File: src/rtl/dff_chain_pkg.sv
// Shared definitions for the D-register shift chain: mode encoding and width.
package dff_chain_pkg;

  localparam int MODE_W = 2;

  typedef logic [MODE_W-1:0] mode_t;

  localparam mode_t MODE_HOLD   = 2'b00;
  localparam mode_t MODE_SHIFT  = 2'b01;
  localparam mode_t MODE_LOAD   = 2'b10;
  localparam mode_t MODE_ROTATE = 2'b11;

endpackage : dff_chain_pkg

File: src/rtl/dff_sync_en.sv
// Single WIDTH-bit register with synchronous active-high reset and a load enable.
module dff_sync_en #(
  parameter int               WIDTH     = 8,
  parameter logic [WIDTH-1:0] RESET_VAL = '0
) (
  input  logic             clk_i,
  input  logic             rst_i,
  input  logic             en_i,
  input  logic [WIDTH-1:0] d_i,
  output logic [WIDTH-1:0] q_o
);

  logic [WIDTH-1:0] q_q;

  // Reset wins over enable; otherwise capture d only when enabled.
  always_ff @(posedge clk_i) begin
    if (rst_i) begin
      q_q <= RESET_VAL;
    end else if (en_i) begin
      q_q <= d_i;
    end
  end

  assign q_o = q_q;

endmodule : dff_sync_en

File: src/rtl/dff_shift_chain.sv
// WIDTH x DEPTH register chain with hold, shift, parallel load and rotate
// modes, plus a saturating count of how many stages hold valid data.
module dff_shift_chain
  import dff_chain_pkg::*;
#(
  parameter int               WIDTH     = 8,
  parameter int               DEPTH     = 4,
  parameter logic [WIDTH-1:0] RESET_VAL = '0
) (
  input  logic                         clk,
  input  logic                         rst,
  input  logic                         en,
  input  logic [MODE_W-1:0]            mode,
  input  logic [WIDTH-1:0]             din,
  input  logic [WIDTH*DEPTH-1:0]       load_data,
  output logic [WIDTH-1:0]             dout,
  output logic [WIDTH*DEPTH-1:0]       taps,
  output logic [$clog2(DEPTH+1)-1:0]   count,
  output logic                         full
);

  localparam int             CW      = $clog2(DEPTH + 1);
  localparam logic [CW-1:0]  DEPTH_C = CW'(DEPTH);

  logic [WIDTH-1:0] stage_q [DEPTH];
  logic [WIDTH-1:0] stage_d [DEPTH];
  logic [CW-1:0]    count_q;
  logic [CW-1:0]    count_d;

  // Next value for every stage; stage 0 is the only one whose source differs
  // between shift (serial input) and rotate (wrap from the oldest stage).
  always_comb begin
    stage_d[0] = stage_q[0];
    case (mode)
      MODE_SHIFT:  stage_d[0] = din;
      MODE_LOAD:   stage_d[0] = load_data[0 +: WIDTH];
      MODE_ROTATE: stage_d[0] = stage_q[DEPTH-1];
      default:     stage_d[0] = stage_q[0];
    endcase
    for (int k = 1; k < DEPTH; k++) begin
      stage_d[k] = stage_q[k];
      case (mode)
        MODE_SHIFT:  stage_d[k] = stage_q[k-1];
        MODE_LOAD:   stage_d[k] = load_data[k*WIDTH +: WIDTH];
        MODE_ROTATE: stage_d[k] = stage_q[k-1];
        default:     stage_d[k] = stage_q[k];
      endcase
    end
  end

  // One enabled register per stage; enable low freezes the whole chain.
  for (genvar g = 0; g < DEPTH; g++) begin : g_stage
    dff_sync_en #(
      .WIDTH     (WIDTH),
      .RESET_VAL (RESET_VAL)
    ) u_stage (
      .clk_i (clk),
      .rst_i (rst),
      .en_i  (en),
      .d_i   (stage_d[g]),
      .q_o   (stage_q[g])
    );
    assign taps[g*WIDTH +: WIDTH] = stage_q[g];
  end

  // Valid-stage bookkeeping: shift fills up to DEPTH, load fills at once.
  always_comb begin
    count_d = count_q;
    case (mode)
      MODE_SHIFT: begin
        if (count_q != DEPTH_C) begin
          count_d = count_q + CW'(1);
        end
      end
      MODE_LOAD: count_d = DEPTH_C;
      default:   count_d = count_q;
    endcase
  end

  // Count register shares reset and enable priority with the data stages.
  always_ff @(posedge clk) begin
    if (rst) begin
      count_q <= '0;
    end else if (en) begin
      count_q <= count_d;
    end
  end

  assign dout  = stage_q[DEPTH-1];
  assign count = count_q;
  assign full  = (count_q == DEPTH_C);

endmodule : dff_shift_chain

File: config.mk
export PLATFORM = sky130hd
export DESIGN_NAME = dff_shift_chain
export DESIGN_NICKNAME = d
export VERILOG_FILES = /design/src/rtl/dff_chain_pkg.sv /design/src/rtl/dff_sync_en.sv /design/src/rtl/dff_shift_chain.sv
export SDC_FILE = /design/constraint.sdc
export NUM_CORES = 1
export LEC_CHECK = 0
export ABC_AREA = 1
export CORE_ASPECT_RATIO = 0.75
export CORE_UTILIZATION = 30
export CTS_CLUSTER_SIZE = 40
export DETAILED_ROUTE_END_ITERATION = 6
export PLACE_DENSITY = 0.59
export SLEW_MARGIN = 15
export SYNTH_ARGS = -nofsm -noshare
export SYNTH_HDL_FRONTEND = slang
export SYNTH_SLANG_ARGS = --single-unit
File: constraint.sdc
create_clock -name clk -period 1.2 [get_ports clk]
set_input_delay 0.24 -clock clk [delete_from_list [all_inputs] [get_ports clk]]
set_output_delay 0.24 -clock clk [all_outputs]
set_load 0.02 [all_outputs]
# After elaboration in Yosys (flattened, before gate mapping)
# Cells that the tools add are included.
# classes
addsub,1
n_mul,0
n_div,0
order_cmp,0
eq_ne,6
n_shift,0
n_mux,6
bitwise_logic,0
n_reduce_logical,7
# op_table
operator,count
$pmux 8 s2,3
$pmux 8 s3,1
$pmux 3 s2,1
$eq 2x2->1 const B,2
$reduce_and 2->1,2
$reduce_bool 2->1,2
$add 3x1->3 const B,1
$eq 3x3->1 const B,1
$mux 3,1
$ne 3x3->1 const B,1
$reduce_and 3->1,1
$reduce_bool 3->1,1
$eq 2x1->1 const B,1
$ne 2x2->1 const B,1
$reduce_or 2->1,1
# totals
ff_bits,35
latch_bits,0
mem_bits_rw,0
mem_bits_ro,0
out_inout_bits,44
word_cells,25
mem_count,0

# Logic depth before layout (Yosys ltp)
# depth
depth_word,4
depth_mapped,8

# Modules after synthesis
# Synthesis repeated with hierarchy kept, for this count alone.
# hier_totals
hier_cells,394
hier_area_um2,2273.4
# modules_own_cells
mod,instances,cells_per_inst,area_each_um2,seq_area_each_um2
dff_sync_en,4,51,341.6,160.2
dff_shift_chain,1,190,907.1,60.1

# Least setup slack after synthesis
# OpenSTA, ideal clock, no wires.
# synth_path
path_kind,register to register
startpoint,"register count_q[0], in the netlist count[0]"
endpoint,"register count_q[0], in the netlist count[0]"
setup_ns,0.113
arrival_time_ns,1.127
required_time_ns,1.087
setup_slack_ns,-0.040
stages_incl_launch_ff,9
path_buffers,0
synth_period_minus_slack_ns,1.240
cell_sequence,dfxtp_1 > inv_1 > ha_1 > nand2_1 > nor2_1 > nor2_1 > nand3_1 > nand2_1 > nor2_1
# synth_via
elab_chain_len,3
word_cells_on_any_way,6
# synth_lines
element,line_no,text
from (decl),dff_shift_chain.sv:27,logic [CW-1:0] count_q;
from (signal assigned),dff_shift_chain.sv:85,count_q <= count_d;
$add 3x1->3 / $ne 3x3->1 (equally long branches),"dff_shift_chain.sv:72, dff_shift_chain.sv:71",
$mux 3 / $ne 2x2->1 (equally long branches),n/a,
$pmux 3 s2 / $reduce_and 3->1 (equally long branches),n/a,
# Several ways; a longest one is shown, not always the timed one. The select of a mux whose other input is x is not followed.
# A chain may end at the register's enable or synchronous reset.

# Worst setup path after layout
# layout_path
startpoint,"register count_q[0], in the netlist count[0]"
endpoint,output port full
# layout_via
elab_chain_len,1
# layout_lines
element,line_no,text
$eq 3x3->1,dff_shift_chain.sv:91,assign full = (count_q == DEPTH_C);
to (decl),dff_shift_chain.sv:19,output logic full
# No other way between the ends.

==> results.tsv <==
metric	value	unit
# port buffers	88	
commonest non-fill, non-tap cell in the layout	nand2_1	
io pins	89	
Clock Tree Root	clkbuf_8	
adder-cell area share of the yosys netlist	1.32	%
Register Area	709	um2
arrival time worst endpoint	1.05	ns
Die ar.	6620	um2
Reg2Reg Launch Point	count[0]	
largest net degree at the start of global routing	36	
Area growth, synth to finish	72.5	%
layout cells sized above 1	28.2	%
setup TNS	-0.0892	ns
total vias in the final route	2299	
die height	70.7	um
final hold viol count	0	
Yosys top cell by area	dfxtp_1	
Power Density	1080	nW/um2
reg2reg setup slack	0.06	ns
Post-Synth Simple-Gate Area	41.3	%
top cell type's share of synthesized area	37.1	%
Layout Skew	0.00443	ns
mux cell area share after synthesis	0	%
Crit. End Element	output pin	
total power	3530	uW
antenna violation net count after detailed routing	0	
Worst IR Drop VDD	0.515	mV
Die Span X	93.6	um
most frequent cells in the layout	nand2_1 (114), nor2_1 (69), buf_4 (48), clkdlybuf4s50_1 (41), dfxtp_1 (30)	
path type of the worst setup path	register to output pin	
num rows	24	
CTS tree	yes	
Synth Area in Compound Gates	9.34	%
largest family of logic cells by synthesized area	simple AND/OR/NAND/NOR gates	
Hold Path Sink	count[2]	
Core ar.	5950	um2
worst slew pin tran	0.322	ns
Period minus WS final	1.29	ns
HP Class	primary input to register	
Slew Limit Headroom	78.5	%
fin cells	510	
FMAX	0.776	GHz
Num CTS Buffers	5	
Hold Path Origin	en	
nets	478	
setup violators final	1	
routed wire length	6.30	mm
gpl congestion	0.863	
Seq/Total Area, Yosys	37.1	%
Final Max Tran Viols	0	
initial antenna violation count	0	
Remaining Overflow, GRT	0	
XOR/XNOR Fraction of Synth Area	0.464	%
maximum fanout along the worst path	2	
Initial Util	31.8	%
dpl cells	500	
synth unique cells	17	
Clock Sinks	35	
setup ws final	-0.0892	ns
hold depth	6	
drt first pass iters	4	
period utilisation layout	107	%
cell area after synthesis	1890	um2
Yosys Warn Count	0	
maximum clock path buffer count	2	
# H-tree levels	2	
multi-input gate area in the final layout	1070	um2
routed vias/inst	4.51	
WP data required	0.96	ns
drc violations	0	
Critical Path Start	count[0]	
Pleak	0.00166	uW
Max-Cap Viols	0	
HPWL Detailed	4.58	mm
mean post-synth cell area	6.17	um2
vias in the first global route	2155	
Yosys reg bits	35	
top post-synthesis cells by area	dfxtp_1 (37%), nand2_1 (23%), nor2_1 (15%)	
syn_nets	353	
failing checks	negative setup slack	
Reg clk slew, reported paths	0.07	ns
RSZ-0062 raised after global routing	yes	
diodes inserted	0	
RR Endpoint	count[1]	
r2r worst-path depth	8	
CP Launch Type	register	
post-DR wirelength/cell	12.4	um
Mapped Cells	306	
status	complete, but fails checks	
total global-route track usage	19.7	%
first-iteration detailed-routing DRC count	138	
global-route wire length before repair	10.2	mm
Setup WS pre-CTS	-0.444	ns
clk_lat worst skew	0.29	ns
number of fill cells in the layout	586	
[Yosys cell counts]
cell      count
o21ai_4       1
o21ai_1      12
inv_2         3
clkbuf_1      2
nand2_4       1
ha_1          2
inv_1         5
xnor2_1       1
buf_6         3
dfxtp_1      35
nor2_1       73
buf_2         8
o21ai_0      20
nand2_1     116
clkinv_1      1
nand3_1      12
buf_4        11
[flip-flops by register name (all words and copies together) (netlist names)]
name	count
g_stage.u_stage.q_o	32
count	3
[cell type report]
class                      count  share of cell area, %
clock inverter                 2                   1.07
timing repair buffer         142                   37.9
tap                           78                   2.99
sequential                    35                   21.8
clock buffer                   6                   2.53
multi-input combinational    238                   32.7
inverter                       9                   1.04
[critical path, cell delays in order, from the launching register on]
cell	delay (ns)
dfxtp_2	0.34
inv_2	0.05
ha_4	0.17
nand2_4	0.06
inv_2	0.03
buf_6	0.12
[report_power, final]
group | switching, uW | internal [uW] | leakage, uW
Sequential | 63.9 | 1250 | 0.000292
Combinational | 553 | 539 | 0.00130
Clock | 449 | 673 | 0.0000612
Total | 1070 | 2470 | 0.00166
[worst max path at each step]
stage / slack (ns) / endpoint
after floorplan: 0.002 / count[0]
after global placement: -0.43 / g_stage[0].u_stage.q_o[1]
after detailed placement: -0.44 / g_stage[1].u_stage.q_o[1]
after CTS: -0.10 / full
after global routing: -0.13 / full
final: -0.09 / full
[what timing repair did]
item | CTS | global route
resized for setup | 129 | 42
setup endpoints to repair | 79 | 34
pin swaps | 4 | 9
hold buffers | 0 | 0
setup buffers | 2 | 1
[per-layer routing]
metal	track usage, %	routed length, um	up-vias
met5	0	0	-
met4	4.10	49	0
met3	4.41	431	7
met2	29.3	2670	87
met1	29.2	3150	1020
li1	-	-	1185
[per-stage QoR]
| stage | hold slack [ns] | instance area, um2 | utilization, % |
|---|---|---|---|
| 2_1_floorplan | 0.462 | 1890 | - |
| 3_3_place_gp | 0.561 | 3160 | 53.1 |
| 3_5_place_dp | 0.570 | 3160 | 53.1 |
| 4_1_cts | 0.545 | 3290 | 55.3 |
| 5_1_grt | 0.496 | 3260 | 54.8 |
| 6_report | 0.494 | 3260 | 54.8 |
[logic make-up (layout without fill, tap and decap cells)]
logic type | after synthesis | count (layout)
flip-flops | 35 | 35
AO/OA/AOI/OAI | 33 | 33
buffers and inverters | 33 | 159
XOR/XNOR | 1 | 1
adder cells (fa/ha/maj) | 2 | 2
AND/OR/NAND/NOR | 202 | 202
No activity file was read; power rests on OpenSTA's default activity.
